**src/rtl/bsg_mem_arb_pkg.sv**
```systemverilog
// Shared types and helpers for the arbitrated 1rw masked-write RAM front end.
package bsg_mem_arb_pkg;

  typedef enum logic {
    eINIT = 1'b0,
    eRUN  = 1'b1
  } state_e;

  // Address/id width that stays >= 1 even for a single element.
  function automatic int safe_clog2(input int n);
    return (n <= 1) ? 1 : $clog2(n);
  endfunction

endpackage

```
**src/rtl/bsg_two_fifo.sv**
```systemverilog
// Two-entry response queue; data_o is the head entry while v_o is high.
module bsg_two_fifo #(
  parameter int width_p = 8
) (
  input  logic               clk_i,
  input  logic               reset_n_i,
  input  logic               v_i,
  input  logic [width_p-1:0] data_i,
  output logic               ready_o,
  output logic               v_o,
  output logic [width_p-1:0] data_o,
  input  logic               yumi_i
);

  logic [width_p-1:0] mem_r [2];
  logic               wptr_r;
  logic               rptr_r;
  logic               empty_r;
  logic               full_r;
  logic               enq;

  assign ready_o = ~full_r;
  assign v_o     = ~empty_r;
  assign data_o  = mem_r[rptr_r];
  assign enq     = v_i & ~full_r;

  // Storage, pointers and full/empty flags; enqueue and dequeue may coincide.
  always_ff @(posedge clk_i or negedge reset_n_i) begin
    if (!reset_n_i) begin
      mem_r[0] <= '0;
      mem_r[1] <= '0;
      wptr_r   <= 1'b0;
      rptr_r   <= 1'b0;
      empty_r  <= 1'b1;
      full_r   <= 1'b0;
    end else begin
      if (enq) begin
        mem_r[wptr_r] <= data_i;
        wptr_r        <= ~wptr_r;
      end
      if (yumi_i) begin
        rptr_r <= ~rptr_r;
      end
      if (enq && !yumi_i) begin
        empty_r <= 1'b0;
        full_r  <= (~wptr_r == rptr_r);
      end else if (yumi_i && !enq) begin
        full_r  <= 1'b0;
        empty_r <= (~rptr_r == wptr_r);
      end
    end
  end

endmodule

```
**src/rtl/bsg_mem_1rw_sync_mask_write_bit_arb.sv**
```systemverilog
// Round-robin front end sharing one synchronous 1rw bit-masked RAM among
// several requesters. Reads return tagged data through a 2-deep credited queue.
//
// state | meaning
// eINIT | post-reset sweep writes zero to every word, requests held off
// eRUN  | normal arbitration, init_done_o high
module bsg_mem_1rw_sync_mask_write_bit_arb
  import bsg_mem_arb_pkg::*;
#(
  parameter int width_p   = 8,
  parameter int els_p     = 16,
  parameter int num_req_p = 2,
  parameter int init_p    = 1,
  localparam int addr_width_lp = safe_clog2(els_p),
  localparam int id_width_lp   = safe_clog2(num_req_p)
) (
  input  logic                               clk_i,
  input  logic                               reset_n_i,
  input  logic [num_req_p-1:0]               req_v_i,
  output logic [num_req_p-1:0]               req_ready_o,
  input  logic [num_req_p-1:0]               req_w_i,
  input  logic [num_req_p*addr_width_lp-1:0] req_addr_i,
  input  logic [num_req_p*width_p-1:0]       req_data_i,
  input  logic [num_req_p*width_p-1:0]       req_mask_i,
  output logic                               resp_v_o,
  output logic [id_width_lp-1:0]             resp_id_o,
  output logic [width_p-1:0]                 resp_data_o,
  input  logic                               resp_ready_i,
  output logic                               init_done_o,
  output logic                               mem_v_o,
  output logic                               mem_w_o,
  output logic [addr_width_lp-1:0]           mem_addr_o,
  output logic [width_p-1:0]                 mem_data_o,
  output logic [width_p-1:0]                 mem_w_mask_o,
  input  logic [width_p-1:0]                 mem_data_i
);

  localparam state_e reset_state_lp = (init_p != 0) ? eINIT : eRUN;
  localparam logic [addr_width_lp-1:0] sweep_last_lp = addr_width_lp'(els_p - 1);

  state_e                          state_r, state_n;
  logic [addr_width_lp-1:0]        sweep_r;
  logic [id_width_lp-1:0]          rr_r, rr_n;
  logic                            inflight_r;
  logic [id_width_lp-1:0]          inflight_id_r;
  logic [1:0]                      cnt_r, cnt_eff;
  logic                            fifo_v, fifo_ready, deq;
  logic [id_width_lp+width_p-1:0]  fifo_data;
  logic [num_req_p-1:0]            elig, grant;
  logic                            grant_v, rd_grant;
  logic [id_width_lp-1:0]          win_id;
  int                              idx;
  logic                            g_w;
  logic [addr_width_lp-1:0]        g_addr;
  logic [width_p-1:0]              g_data, g_mask;
  logic                            m_v, m_w;
  logic [addr_width_lp-1:0]        m_addr;
  logic [width_p-1:0]              m_data, m_mask;

  // A dequeue in this cycle returns its credit immediately.
  assign deq      = fifo_v & resp_ready_i;
  assign cnt_eff  = cnt_r - {1'b0, deq};
  assign rd_grant = grant_v & ~g_w;

  // Eligibility and round-robin search starting at rr_r.
  always_comb begin
    elig    = '0;
    grant   = '0;
    grant_v = 1'b0;
    win_id  = '0;
    rr_n    = rr_r;
    idx     = 0;
    g_w     = 1'b0;
    g_addr  = '0;
    g_data  = '0;
    g_mask  = '0;
    if (state_r == eRUN) begin
      for (int i = 0; i < num_req_p; i++) begin
        elig[i] = req_v_i[i] & (req_w_i[i] | (cnt_eff < 2'd2));
      end
      for (int k = 0; k < num_req_p; k++) begin
        idx = (int'(rr_r) + k) % num_req_p;
        if (!grant_v && elig[idx]) begin
          grant_v    = 1'b1;
          grant[idx] = 1'b1;
          win_id     = id_width_lp'(idx);
          g_w        = req_w_i[idx];
          g_addr     = req_addr_i[idx*addr_width_lp +: addr_width_lp];
          g_data     = req_data_i[idx*width_p +: width_p];
          g_mask     = req_mask_i[idx*width_p +: width_p];
          rr_n       = (idx == num_req_p - 1) ? '0 : id_width_lp'(idx + 1);
        end
      end
    end
  end

  // RAM pin mux: sweep writes during eINIT, otherwise the winner's fields.
  always_comb begin
    m_v    = 1'b0;
    m_w    = 1'b0;
    m_addr = '0;
    m_data = '0;
    m_mask = '0;
    if (state_r == eINIT) begin
      m_v    = 1'b1;
      m_w    = 1'b1;
      m_addr = sweep_r;
      m_mask = '1;
    end else if (grant_v) begin
      m_v    = 1'b1;
      m_w    = g_w;
      m_addr = g_addr;
      m_data = g_data;
      m_mask = g_mask;
    end
  end

  // Next state: leave the sweep after the last word is written.
  always_comb begin
    state_n = state_r;
    if (state_r == eINIT && sweep_r == sweep_last_lp) begin
      state_n = eRUN;
    end
  end

  // State, sweep counter, rr pointer, credits and in-flight read tracking.
  always_ff @(posedge clk_i or negedge reset_n_i) begin
    if (!reset_n_i) begin
      state_r       <= reset_state_lp;
      sweep_r       <= '0;
      rr_r          <= '0;
      cnt_r         <= 2'd0;
      inflight_r    <= 1'b0;
      inflight_id_r <= '0;
    end else begin
      state_r    <= state_n;
      rr_r       <= rr_n;
      cnt_r      <= cnt_r + {1'b0, rd_grant} - {1'b0, deq};
      inflight_r <= rd_grant;
      if (state_r == eINIT) begin
        sweep_r <= sweep_r + 1'b1;
      end
      if (rd_grant) begin
        inflight_id_r <= win_id;
      end
    end
  end

  bsg_two_fifo #(.width_p(id_width_lp + width_p)) resp_fifo (
    .clk_i     (clk_i),
    .reset_n_i (reset_n_i),
    .v_i       (inflight_r),
    .data_i    ({inflight_id_r, mem_data_i}),
    .ready_o   (fifo_ready),
    .v_o       (fifo_v),
    .data_o    (fifo_data),
    .yumi_i    (deq)
  );

  // Every output is forced low while reset is held.
  assign req_ready_o  = reset_n_i ? grant : '0;
  assign init_done_o  = reset_n_i & (state_r == eRUN);
  assign mem_v_o      = reset_n_i & m_v;
  assign mem_w_o      = reset_n_i & m_w;
  assign mem_addr_o   = reset_n_i ? m_addr : '0;
  assign mem_data_o   = reset_n_i ? m_data : '0;
  assign mem_w_mask_o = reset_n_i ? m_mask : '0;
  assign resp_v_o     = reset_n_i & fifo_v;
  assign resp_id_o    = reset_n_i ? fifo_data[id_width_lp+width_p-1 -: id_width_lp] : '0;
  assign resp_data_o  = reset_n_i ? fifo_data[width_p-1:0] : '0;

`ifndef SYNTHESIS
  // Credits must guarantee room for every returning read.
  always_ff @(posedge clk_i) begin
    if (reset_n_i && inflight_r) begin
      assert (fifo_ready) else $error("response queue overflow");
    end
  end

  if (els_p < (1 << addr_width_lp)) begin : g_addr_chk
    // Out-of-range addresses hit undefined RAM words.
    always_ff @(posedge clk_i) begin
      if (reset_n_i && m_v) begin
        assert (int'(m_addr) < els_p) else $error("address %0d out of range", m_addr);
      end
    end
  end
`endif

endmodule
```
**config.mk**
```make
export PLATFORM = sky130hd
export DESIGN_NAME = bsg_mem_1rw_sync_mask_write_bit_arb
export DESIGN_NICKNAME = d
export VERILOG_FILES = /design/src/rtl/bsg_mem_arb_pkg.sv /design/src/rtl/bsg_two_fifo.sv /design/src/rtl/bsg_mem_1rw_sync_mask_write_bit_arb.sv
export SDC_FILE = /design/constraint.sdc
export NUM_CORES = 1
export LEC_CHECK = 0
export CORE_MARGIN = 2
export CORE_UTILIZATION = 30
export DETAILED_ROUTE_END_ITERATION = 12
export GPL_ROUTABILITY_DRIVEN = 0
export GPL_TIMING_DRIVEN = 0
export PLACE_DENSITY = 0.59
export SLEW_MARGIN = 20
export SYNTH_ARGS = -nofsm -noshare
export SYNTH_HDL_FRONTEND = slang
export SYNTH_SLANG_ARGS = --single-unit
export TNS_END_PERCENT = 100
```
**constraint.sdc**
```tcl
create_clock -name clk_i -period 4 [get_ports clk_i]
set_input_delay 0.8 -clock clk_i [delete_from_list [all_inputs] [get_ports clk_i]]
set_output_delay 0.8 -clock clk_i [all_outputs]
set_load 0.01 [all_outputs]
```
**Word level (Yosys, flattened, before mapping)**

Index checks and enable logic that the tools add are counted.

- Register bits: 32
- Output and inout bits: 35
- Input port bits: 55
- Logic and storage cells: 134

- Equal/unequal tests: 4
- Add/subtract/negate cells: 6
- Mux-type cells: 64
- Bitwise gates (word level): 21
- Shifts and indexed selects: 6
- Reduce and logical (&&, ||, !) cells: 13
- $lt $le $gt $ge: 8

Operators with widths:

| kind | count |
|---|---|
| 8-bit 2-to-1 mux | 11 |
| 16-bit by 5-bit variable part select with 8-bit output | 4 |
| 9-bit 2-to-1 mux | 4 |
| 1-bit 2-to-1 mux | 35 |
| 4-bit 2-to-1 mux | 5 |
| 18-bit bitwise mux | 1 |
| 8-bit by 4-bit variable part select with 4-bit output | 2 |
| 2-bit 2-to-1 mux | 5 |
| 1-bit AND | 9 |
| 9-bit demux with 1-bit select | 1 |
| 1-bit logical AND | 7 |
| 1-bit inverter | 6 |
| 4-bit by 1-bit adder with 4-bit output (second input constant) | 1 |
| 4-bit == test (second input constant) | 1 |
| 2-bit >= comparator (second input constant) | 2 |
| 1-bit inverter with 2-bit output | 2 |
| 2-bit nonzero test | 2 |
| 2-bit by 1-bit subtractor with 2-bit output | 2 |
| 1-bit logical NOT | 3 |
| 2-bit by 3-bit less-than comparator with 1-bit output (second input constant) | 1 |
| 1-bit adder (second input constant) | 2 |
| 2-bit by 1-bit adder with 2-bit output | 1 |
| 1-bit demux with 1-bit select | 2 |
| 1-bit == test | 2 |
| other kinds (10) | 11 |

**Depth between registers and ports, before layout**

Gate-level depths: netlist of run 1.

- Depth in word-level cells: 18
- Depth in mapped cells: 9
- Mapped depth without buffers: 8

**By module**

A second synthesis of run 1 with hierarchy kept.

- Cell total of the unflattened synthesis: 187
- Area, all modules: 2053.2 um2

Modules (own cells, without submodules):

| module | times used | cells an instance | area each (um2) |
|---|---|---|---|
| bsg_mem_1rw_sync_mask_write_bit_arb | 1 | 124 | 1083.5 |
| bsg_two_fifo | 1 | 63 | 969.7 |

**Worst setup path before layout of run 1**

No wires, ideal clock.

- Path kind: input-to-output
- From: in resp_ready_i
- To: out mem_w_mask_o[5]
- Path buffers: 1
- Slack: 0.983 ns
- Arrival time: 2.217 ns
- Data required time: 3.200 ns
- Stages: 5
- Cell sequence: nor3b_4 -> mux2i_1 -> buf_2 -> o2111ai_1 -> a311oi_2

- Longest elaborated chain between the ends: 16
- Elaborated cells on any way between the ends: 23
- Classes of those cells: add/sub: 1; order compare: 1; mux: 14; bitwise: 5; reduce/logical: 2

RTL lines:

| what | RTL line | source |
|---|---|---|
| start, declared | bsg_mem_1rw_sync_mask_write_bit_arb.sv:28 | `input logic resp_ready_i,` |
| 1-bit AND (*) | bsg_mem_1rw_sync_mask_write_bit_arb.sv:61 | `assign deq = fifo_v & resp_ready_i;` |
| 2-bit by 1-bit subtractor with 2-bit output (*) | bsg_mem_1rw_sync_mask_write_bit_arb.sv:62 | `assign cnt_eff = cnt_r - {1'b0, deq};` |
| 2-bit less-than comparator (*) | bsg_mem_1rw_sync_mask_write_bit_arb.sv:79 | `elig[i] = req_v_i[i] & (req_w_i[i] \| (cnt_eff < 2'd2));` |
| 1-bit OR | bsg_mem_1rw_sync_mask_write_bit_arb.sv:79 |  |
| 1-bit AND | bsg_mem_1rw_sync_mask_write_bit_arb.sv:79 |  |
| 1-bit 2-to-1 mux (not written as such) (2 in a row) | bsg_mem_1rw_sync_mask_write_bit_arb.sv:83 | `if (!grant_v && elig[idx]) begin` |
| 1-bit 2-to-1 mux | bsg_mem_1rw_sync_mask_write_bit_arb.sv:83 |  |
| 1-bit 2-to-1 mux | bsg_mem_1rw_sync_mask_write_bit_arb.sv:77 | `if (state_r == eRUN) begin` |
| 1-bit logical NOT | bsg_mem_1rw_sync_mask_write_bit_arb.sv:83 |  |
| 1-bit logical AND | bsg_mem_1rw_sync_mask_write_bit_arb.sv:83 |  |
| 1-bit 2-to-1 mux | bsg_mem_1rw_sync_mask_write_bit_arb.sv:83 |  |
| 1-bit 2-to-1 mux | bsg_mem_1rw_sync_mask_write_bit_arb.sv:77 |  |
| 8-bit 2-to-1 mux (*) | bsg_mem_1rw_sync_mask_write_bit_arb.sv:109 | `end else if (grant_v) begin` |
| 8-bit 2-to-1 mux (*) | bsg_mem_1rw_sync_mask_write_bit_arb.sv:104 | `if (state_r == eINIT) begin` |
| 8-bit 2-to-1 mux (*) | bsg_mem_1rw_sync_mask_write_bit_arb.sv:167 | `assign mem_w_mask_o = reset_n_i ? m_mask : '0;` |
| end, declared | bsg_mem_1rw_sync_mask_write_bit_arb.sv:34 | `output logic [width_p-1:0] mem_w_mask_o,` |

Every way passes the cells marked *; elsewhere a longest branch is shown, timed or not. The select of a mux whose other input is x is not followed.

**Worst setup path in the final report of run 1**

- From: in resp_ready_i
- To: out mem_w_mask_o[0]

Same word-level chain as after synthesis.

==> metrics.cfg, run 1 <==
[status]
run_status=complete, no violations

[critical_path]
reg2reg_depth=10
worst_r2r_startpoint=resp_fifo.empty_r
type_of_element_capturing_the_critical_path=output pin
startpoint_type=input port
critical_path_required_ns=3.20
worstSetupPathType=in -> out
critPathArrivalTime_ns=3.10
worst-path-max-fanout=10
r2r-end=cnt_r[1]
timing.reg2reg.setup_slack_ns=1.81

[clock_network]
clk_pin_slew_ns=0.07
cts_tree=yes
root_buffer=clkbuf_8
total_of_hold_buffers_inserted_after_clock_tree_synthesis=0
tritoncts_num_sinks=32
clk-insertion-delay-late_ns=0.28
ctsHtreeMaxLevel=2
numCtsBuffers=5
max-clock-path-buffers=2

[pwr]
post-layout-total-power_mw=1.86
share_comb_of_total_power=0.562
p_sw_mw=0.697
cellPowerDensity_mw_per_mm2=544
p_int_mw=1.16
netSwitchingFraction=0.376
irDropWorstVdd_uv=371
power.sequential.fraction=0.301
clkPwrFrac=0.137
leakage_nw=1.39

[detailed_routing]
drt-initial-drc-count=56
route.layer.met1.wl_um=3010
wl_per_cell_um=15.7
routed_wirelength_um=6610
remaining_routing_drc_violations=0
final_antenna_net_count=0
vias_per_cell=5.22
highest_layer=met4
drt_pre_antenna_iters=4
met2WireLength_um=3200
vias=2193
met3WireLength_um=364

[synth]
synth_area_per_cell_um2=10.0
leading_cell_types_by_total_area_after_synthesis=dfrtp_1, o2111ai_1, mux2_2, mux2i_1, a31oi_1
synth.net_count=280
yosys_warnings=0
synthCells=221
synth_top_area_cell=dfrtp_1
synth_top_area_frac=0.349
synth_enable_flop_cells=0
synth.cell_area_mm2=0.00222
synth_top_flop_cell=dfrtp_1
number_of_synthesized_register_bits=32
synth.lib_cells_used.distinct=37
async_reset_ff_frac=1.00
ys_seq_area_frac=0.361

[timing]
hold_viol=0
period_needed_ns=3.90
number_of_setup_violations_in_the_final_report=0
fin_worst_hold_slack_ns=0.407
rsz0062_at_grt=false
finalCritPeriodShare=0.976
skew_ns=0.00725
fin_tns_setup_ns=0
timing.max_slew.rel_slack=0.500
max_freq_mhz=256
max_slew.worst_pin.slew_ns=0.750
report.final.slew_viol_count=0

[final_layout]
n_fill_cell=717
fraction_of_final_layout_cells_with_drive_strength_greater_than_1=0.171
antennaDiodeCount=0
multi_input_area_mm2=0.00130
post_layout_nonfiller_instances=420
area_growth_pct=53.7
layout_commonest_cell=clkdlybuf4s50_1
register_area_um2=802
fin_nets=379
most_used_cells_in_the_layout_excluding_fill_and_tap_cells=clkdlybuf4s50_1, o2111ai_1, dfrtp_1

[floorplan]
std_cell_rows=31
die-area_mm2=0.00811
top_level_ports=90
placeable_core_area_mm2=0.00721
initial_utilization=0.308
dieHeight_um=90.0
die_w_um=90.0

[place]
post-place-cells=408
io_buffers=87
dp_hpwl_um=4890

[global_route]
grt_pass1_vias=2174
overflow=0
grt_antenna_before_repair=0
track_usage=0.163
wire_length_of_the_first_global_routing_pass_um=10900
maximum_number_of_pins_on_one_net_before_global_route_repair=27

[hold_path]
timing.hold.worst.class=in -> async

[flow_run]
timing.max_cap.violations=0

==> registers in the layout, summed over array words and instances, names as in the netlist <==
name	flops
resp_fifo.wptr_r	1
resp_fifo.rptr_r	1
rr_r	1
inflight_id_r	1
resp_fifo.full_r	1
state_r	1
inflight_r	1
resp_fifo.mem_r	18
sweep_r	4
cnt_r	2
resp_fifo.empty_r	1
==> layout make-up <==
type | instances | area share
clock inverters | 2 | 0.00293
repair buffers | 92 | 0.274
flip-flops and latches | 32 | 0.235
inverters | 8 | 0.00880
plain buffers | 25 | 0.0392
well taps | 99 | 0.0363
multi-input cells | 156 | 0.380
clock buffers | 6 | 0.0242
==> stage by stage <==
stage | utilization | area, µm² | setup slack [ns]
after global routing | 0.473 | 3410 | 0.00245
after floorplan | - | 2220 | 0.983
final | 0.473 | 3410 | 0.0962
after CTS | 0.468 | 3380 | 0.0427
after global placement | 0.446 | 3220 | -0.826
after detailed placement | 0.449 | 3240 | -0.285
==> cells in the mapped netlist, types with 2 or more instances <==
cell,n
a21oi_1,9
nand2_1,8
buf_2,9
nor2b_1,5
mux2i_1,10
clkbuf_1,13
xor2_1,2
mux2_2,19
nor2_1,15
nand3_1,2
inv_1,8
buf_6,2
dfrtp_1,31
o2bb2ai_1,2
mux2_4,2
xnor2_1,7
o2111ai_1,40
a311oi_2,2
ha_1,4
o21ai_0,5
a31oi_1,10
==> how the worst max path moves through the flow <==
stage               cells after the start         start  slack (ns)         endpoint
global route                            8  resp_ready_i       0.002    mem_addr_o[3]
finish                                  9  resp_ready_i         0.1  mem_w_mask_o[0]
detailed placement                      7  resp_ready_i       -0.28  mem_w_mask_o[5]
floorplan                               5  resp_ready_i        0.98  mem_w_mask_o[5]
CTS                                     8  resp_ready_i        0.04    mem_data_o[6]
global placement                        5     reset_n_i       -0.83   req_ready_o[0]
==> kinds of logic (layout without fill, tap and decap cells) <==
kind of cell	count (synthesis)	after routing	synth area share
compound gates	77	77	0.277
mux	32	32	0.161
flops	32	32	0.361
fa+ha+maj	4	4	0.0225
buf+inv	33	133	0.0676
simple gates	34	34	0.0749
xor+xnor	9	9	0.0355
==> what timing repair did <==
action / in CTS / in global routing
cloned: 0 / 0
resized for setup: 7 / 12
pin swaps: 0 / 2
setup buffers: 3 / 1
endpoints found under the setup margin: 22 / 10
==> worst max-delay path, cell delays in order <==
cell             delay (ns)
clkdlybuf4s50_1        0.49
nor3b_4                0.18
buf_4                  0.18
buf_4                  0.13
mux2_4                 0.31
buf_6                  0.15
o2111ai_1              0.20
a311oi_2               0.12
clkdlybuf4s50_1        0.53
==> power groups by stage <==
stage / clock (mW) / combinational, mW / sequential, mW
6_report: 0.254 / 1.04 / 0.558
5_1_grt: 0.276 / 1.14 / 0.582
4_1_cts: 0.263 / 1.04 / 0.560
3_5_place_dp: 0 / 1.00 / 0.566
3_3_place_gp: 0 / 0.984 / 0.559
2_1_floorplan: 0 / 0.659 / 0.541
==> layer usage <==
metal | global-route usage | vias to the layer above
li1 | - | 1066
met1 | 0.213 | 1044
met2 | 0.281 | 79
met3 | 0.0319 | 4
met4 | 0.0308 | 0
met5 | 0 | -
Power figures use the tool's default switching activity.
==> inputs of run 2 (changes only) <==
--- a/config.mk
+++ b/config.mk
@@ -10,9 +10,10 @@
 export DETAILED_ROUTE_END_ITERATION = 12
 export GPL_ROUTABILITY_DRIVEN = 0
 export GPL_TIMING_DRIVEN = 0
-export PLACE_DENSITY = 0.59
+export PLACE_DENSITY = 0.6
 export SLEW_MARGIN = 20
 export SYNTH_ARGS = -nofsm -noshare
 export SYNTH_HDL_FRONTEND = slang
+export SYNTH_HIERARCHICAL = 1
 export SYNTH_SLANG_ARGS = --single-unit
 export TNS_END_PERCENT = 100
==> run 2 against run 1 <==
  * Core utilization decreased by 0.068 points
  * Critical path depth decreased by 1
  * Routed wire length decreased by 21%
  * Synthesized area decreased by 7.5%
  * Maximum frequency decreased by 0.22%
  * Global-route usage decreased by 2.1 points
  * Synthesized cell count decreased by 15%
  * Via count decreased by 21%
  * Sequential power decreased by 2%
  * Die area decreased by 7.2%
  * Critical endpoint is now mem_addr_o[3]
==> metrics.cfg, run 2 <==
[status]
run_status=complete, no violations

[detailed_routing]
remaining_routing_drc_violations=0  ; unchanged
wl_per_cell_um=14.4  ; -8.7%
final_antenna_net_count=0  ; unchanged
drt-initial-drc-count=63  ; +13%
vias_per_cell=4.76  ; -8.8%
routed_wirelength_um=5240  ; -21%
drt_pre_antenna_iters=4  ; unchanged
vias=1738  ; -21%

[synth]
synth.lib_cells_used.distinct=39  ; +5.4%
synth_top_flop_cell=dfrtp_1
synth_top_area_frac=0.378  ; +0.0285
ys_seq_area_frac=0.391  ; +0.0295
synth.cell_area_mm2=0.00205  ; -7.5%
yosys_warnings=6  ; +6
leading_cell_types_by_total_area_after_synthesis=dfrtp_1, mux2_2, a221oi_2, nor2_1, and2_1
synth_area_per_cell_um2=11.0  ; +9.3%
synth.top_cells.by_count=dfrtp_1, mux2_2, nor2_1
synth_top_area_cell=dfrtp_1
post-synth-top-count-cell=dfrtp_1
synth_enable_flop_cells=0  ; unchanged
async_reset_ff_frac=1.00  ; unchanged
synth.net_count=245  ; -13%
synthCells=187  ; -15%
number_of_synthesized_register_bits=32  ; unchanged

[hold_path]
timing.hold.worst.class=in -> async

[global_route]
maximum_number_of_pins_on_one_net_before_global_route_repair=30  ; +11%
grt_pass1_vias=1681  ; -23%
overflow=0  ; unchanged
wire_length_of_the_first_global_routing_pass_um=8310  ; -24%
track_usage=0.141  ; -0.0214
grt_antenna_before_repair=0  ; unchanged

[place]
dp_hpwl_um=4080  ; -17%
post-place-cells=357  ; -13%
preCtsSetupSlack_ns=-0.00875  ; +0.276 ns
io_buffers=89  ; +2.3%
dpl-instance-area_mm2=0.00306  ; -5.5%

[final_layout]
fraction_of_final_layout_cells_with_drive_strength_greater_than_1=0.228  ; +0.0567
layout_commonest_cell=clkdlybuf4s50_1
antennaDiodeCount=0  ; unchanged
largest_register=resp_fifo/mem_r
register_area_um2=802  ; unchanged
n_fill_cell=622  ; -13%
final_cell_area_mm2=0.00317  ; -7.0%
top_regs=resp_fifo/mem_r x18, sweep_r x4, cnt_r x2
fin_nets=342  ; -9.8%
most_used_cells_in_the_layout_excluding_fill_and_tap_cells=clkdlybuf4s50_1, dfrtp_1, mux2_2
area_growth_pct=54.6
multi_input_area_mm2=0.00116  ; -11%
number_of_flip_flops_under_the_largest_register_name=18  ; unchanged
layout.core_utilization=0.472  ; -0.000679
post_layout_nonfiller_instances=365  ; -13%

[clock_network]
tritoncts_num_sinks=32  ; unchanged
numCtsBuffers=5  ; unchanged
root_buffer=clkbuf_8
ctsHtreeMaxLevel=2  ; unchanged
clk-insertion-delay-late_ns=0.28  ; about the same
max-clock-path-buffers=2  ; unchanged
cts_tree=yes
post-cts-setup-buffer-count=0  ; -3
clk_pin_slew_ns=0.07  ; about the same

[pwr]
power.sequential.fraction=0.320  ; +0.019
leakage_nw=1.35  ; -2.9%
p_sw_mw=0.570  ; -18%
cellPowerDensity_mw_per_mm2=541  ; -0.53%
netSwitchingFraction=0.332  ; -0.0436
share_comb_of_total_power=0.532  ; -0.030
irDropWorstVdd_uv=256  ; -31%
p_int_mw=1.15  ; -1.0%
clkPwrFrac=0.148  ; +0.011
post-layout-total-power_mw=1.72  ; -7.5%

[critical_path]
critical_path_required_ns=3.20  ; about the same
worst_r2r_startpoint=resp_fifo/empty_r
timing.reg2reg.setup_slack_ns=1.86  ; +0.05 ns
timing.critical_path.slowest_stage_cell=clkdlybuf4s50_1
type_of_element_capturing_the_critical_path=output pin
r2r-end=cnt_r[1]
worst-path-max-fanout=10  ; unchanged
critPathArrivalTime_ns=3.11  ; about the same
worstSetupPathType=in -> out
crit_chain=clkdlybuf4s50_1, and3b_4, mux2_4, o211a_4, buf_6, a221oi_2, nor2_1, clkdlybuf4s50_1
startpoint_type=input port
reg2reg_depth=9  ; -1
critPathMaxStageDelay_ns=0.49  ; -0.04 ns
timing.critical_path.mode_cell=clkdlybuf4s50_1

[timing]
fin_worst_hold_slack_ns=0.377  ; -0.0298 ns
rsz0062_at_grt=false
fin_tns_setup_ns=0  ; unchanged
max_slew.worst_pin.slew_ns=0.606  ; -0.145 ns
hold_viol=0  ; unchanged
report.final.slew_viol_count=0  ; unchanged
period_needed_ns=3.91  ; +0.00860 ns
worst_slack_ns=0.0876  ; -0.00860 ns
number_of_setup_violations_in_the_final_report=0  ; unchanged
skew_ns=0.00452  ; -0.00273 ns
timing.max_slew.rel_slack=0.596  ; +0.0964
finalCritPeriodShare=0.978  ; +0.00215
max_freq_mhz=256  ; -0.22%

[floorplan]
die-area_mm2=0.00752  ; -7.2%
std_cell_rows=30  ; -3.2%
dieHeight_um=86.7  ; -3.7%
placeable_core_area_mm2=0.00672  ; -6.9%
top_level_ports=90  ; unchanged
die_w_um=86.7  ; -3.7%
initial_utilization=0.306  ; -0.00225

[flow_run]
timing.max_cap.violations=0  ; unchanged

## run 2: area by class of cell
cell class                 count  share of cell area
clock buffer                   8              0.0284
inverter                       9              0.0106
multi-input combinational    137               0.365
sequential                    32               0.253
timing repair buffer          90               0.290
buffer                         9              0.0221
tap                           80              0.0315
## run 2: kinds of logic (layout without fill, tap and decap cells)
group           Yosys count  in the layout  share of synthesized area
buf+inv                  18            116                     0.0457
fa+ha+maj                 3              3                     0.0183
simple gates             58             58                      0.154
xor+xnor                 10             10                     0.0427
mux                      32             32                      0.182
flops                    32             32                      0.391
compound gates           34             34                      0.167
## run 2: worst max-delay path, delay by kind of cell
| family | cells | cell delay [ns] |
|---|---|---|
| buffers and inverters | 3 | 1.13 |
| AO/OA/AOI/OAI | 2 | 0.53 |
| AND/OR/NAND/NOR | 2 | 0.32 |
| multiplexers | 1 | 0.34 |
## run 2: how the worst max path moves through the flow
stage | from | slack (ns) | depth (start not counted) | to
floorplan | resp_ready_i | 1.09 | 6 | mem_addr_o[1]
global placement | reset_n_i | -0.75 | 6 | mem_addr_o[0]
detailed placement | resp_ready_i | -0.009 | 8 | mem_data_o[1]
CTS | resp_ready_i | -0.02 | 8 | mem_data_o[1]
global route | resp_ready_i | 0.006 | 8 | mem_w_mask_o[0]
finish | resp_ready_i | 0.09 | 8 | mem_addr_o[3]
## run 2: metal layers
| metal | track usage | wire length [µm] | up-vias |
|---|---|---|---|
| li1 | - | - | 858 |
| met1 | 0.185 | 2250 | 849 |
| met3 | 0.0352 | 170 | 4 |
| met2 | 0.237 | 2790 | 27 |
| met5 | 0 | 0 | - |
| met4 | 0.0298 | 34 | 0 |
## run 2: repair_timing
item | CTS | global route
cloned | 0 | 0
endpoints found under the setup margin | 7 | 20
hold buffers | 0 | 0
resized for setup | 0 | 10
endpoints found under the hold margin | 0 | 0
pin swaps | 0 | 1
## run 2: power by group through the flow
stage | logic, mW | registers (mW) | clock network (mW)
after floorplan | 0.611 | 0.533 | 0
after global placement | 0.907 | 0.549 | 0
after detailed placement | 0.920 | 0.555 | 0
after CTS | 0.924 | 0.550 | 0.262
after global routing | 0.995 | 0.569 | 0.283
final | 0.914 | 0.549 | 0.253
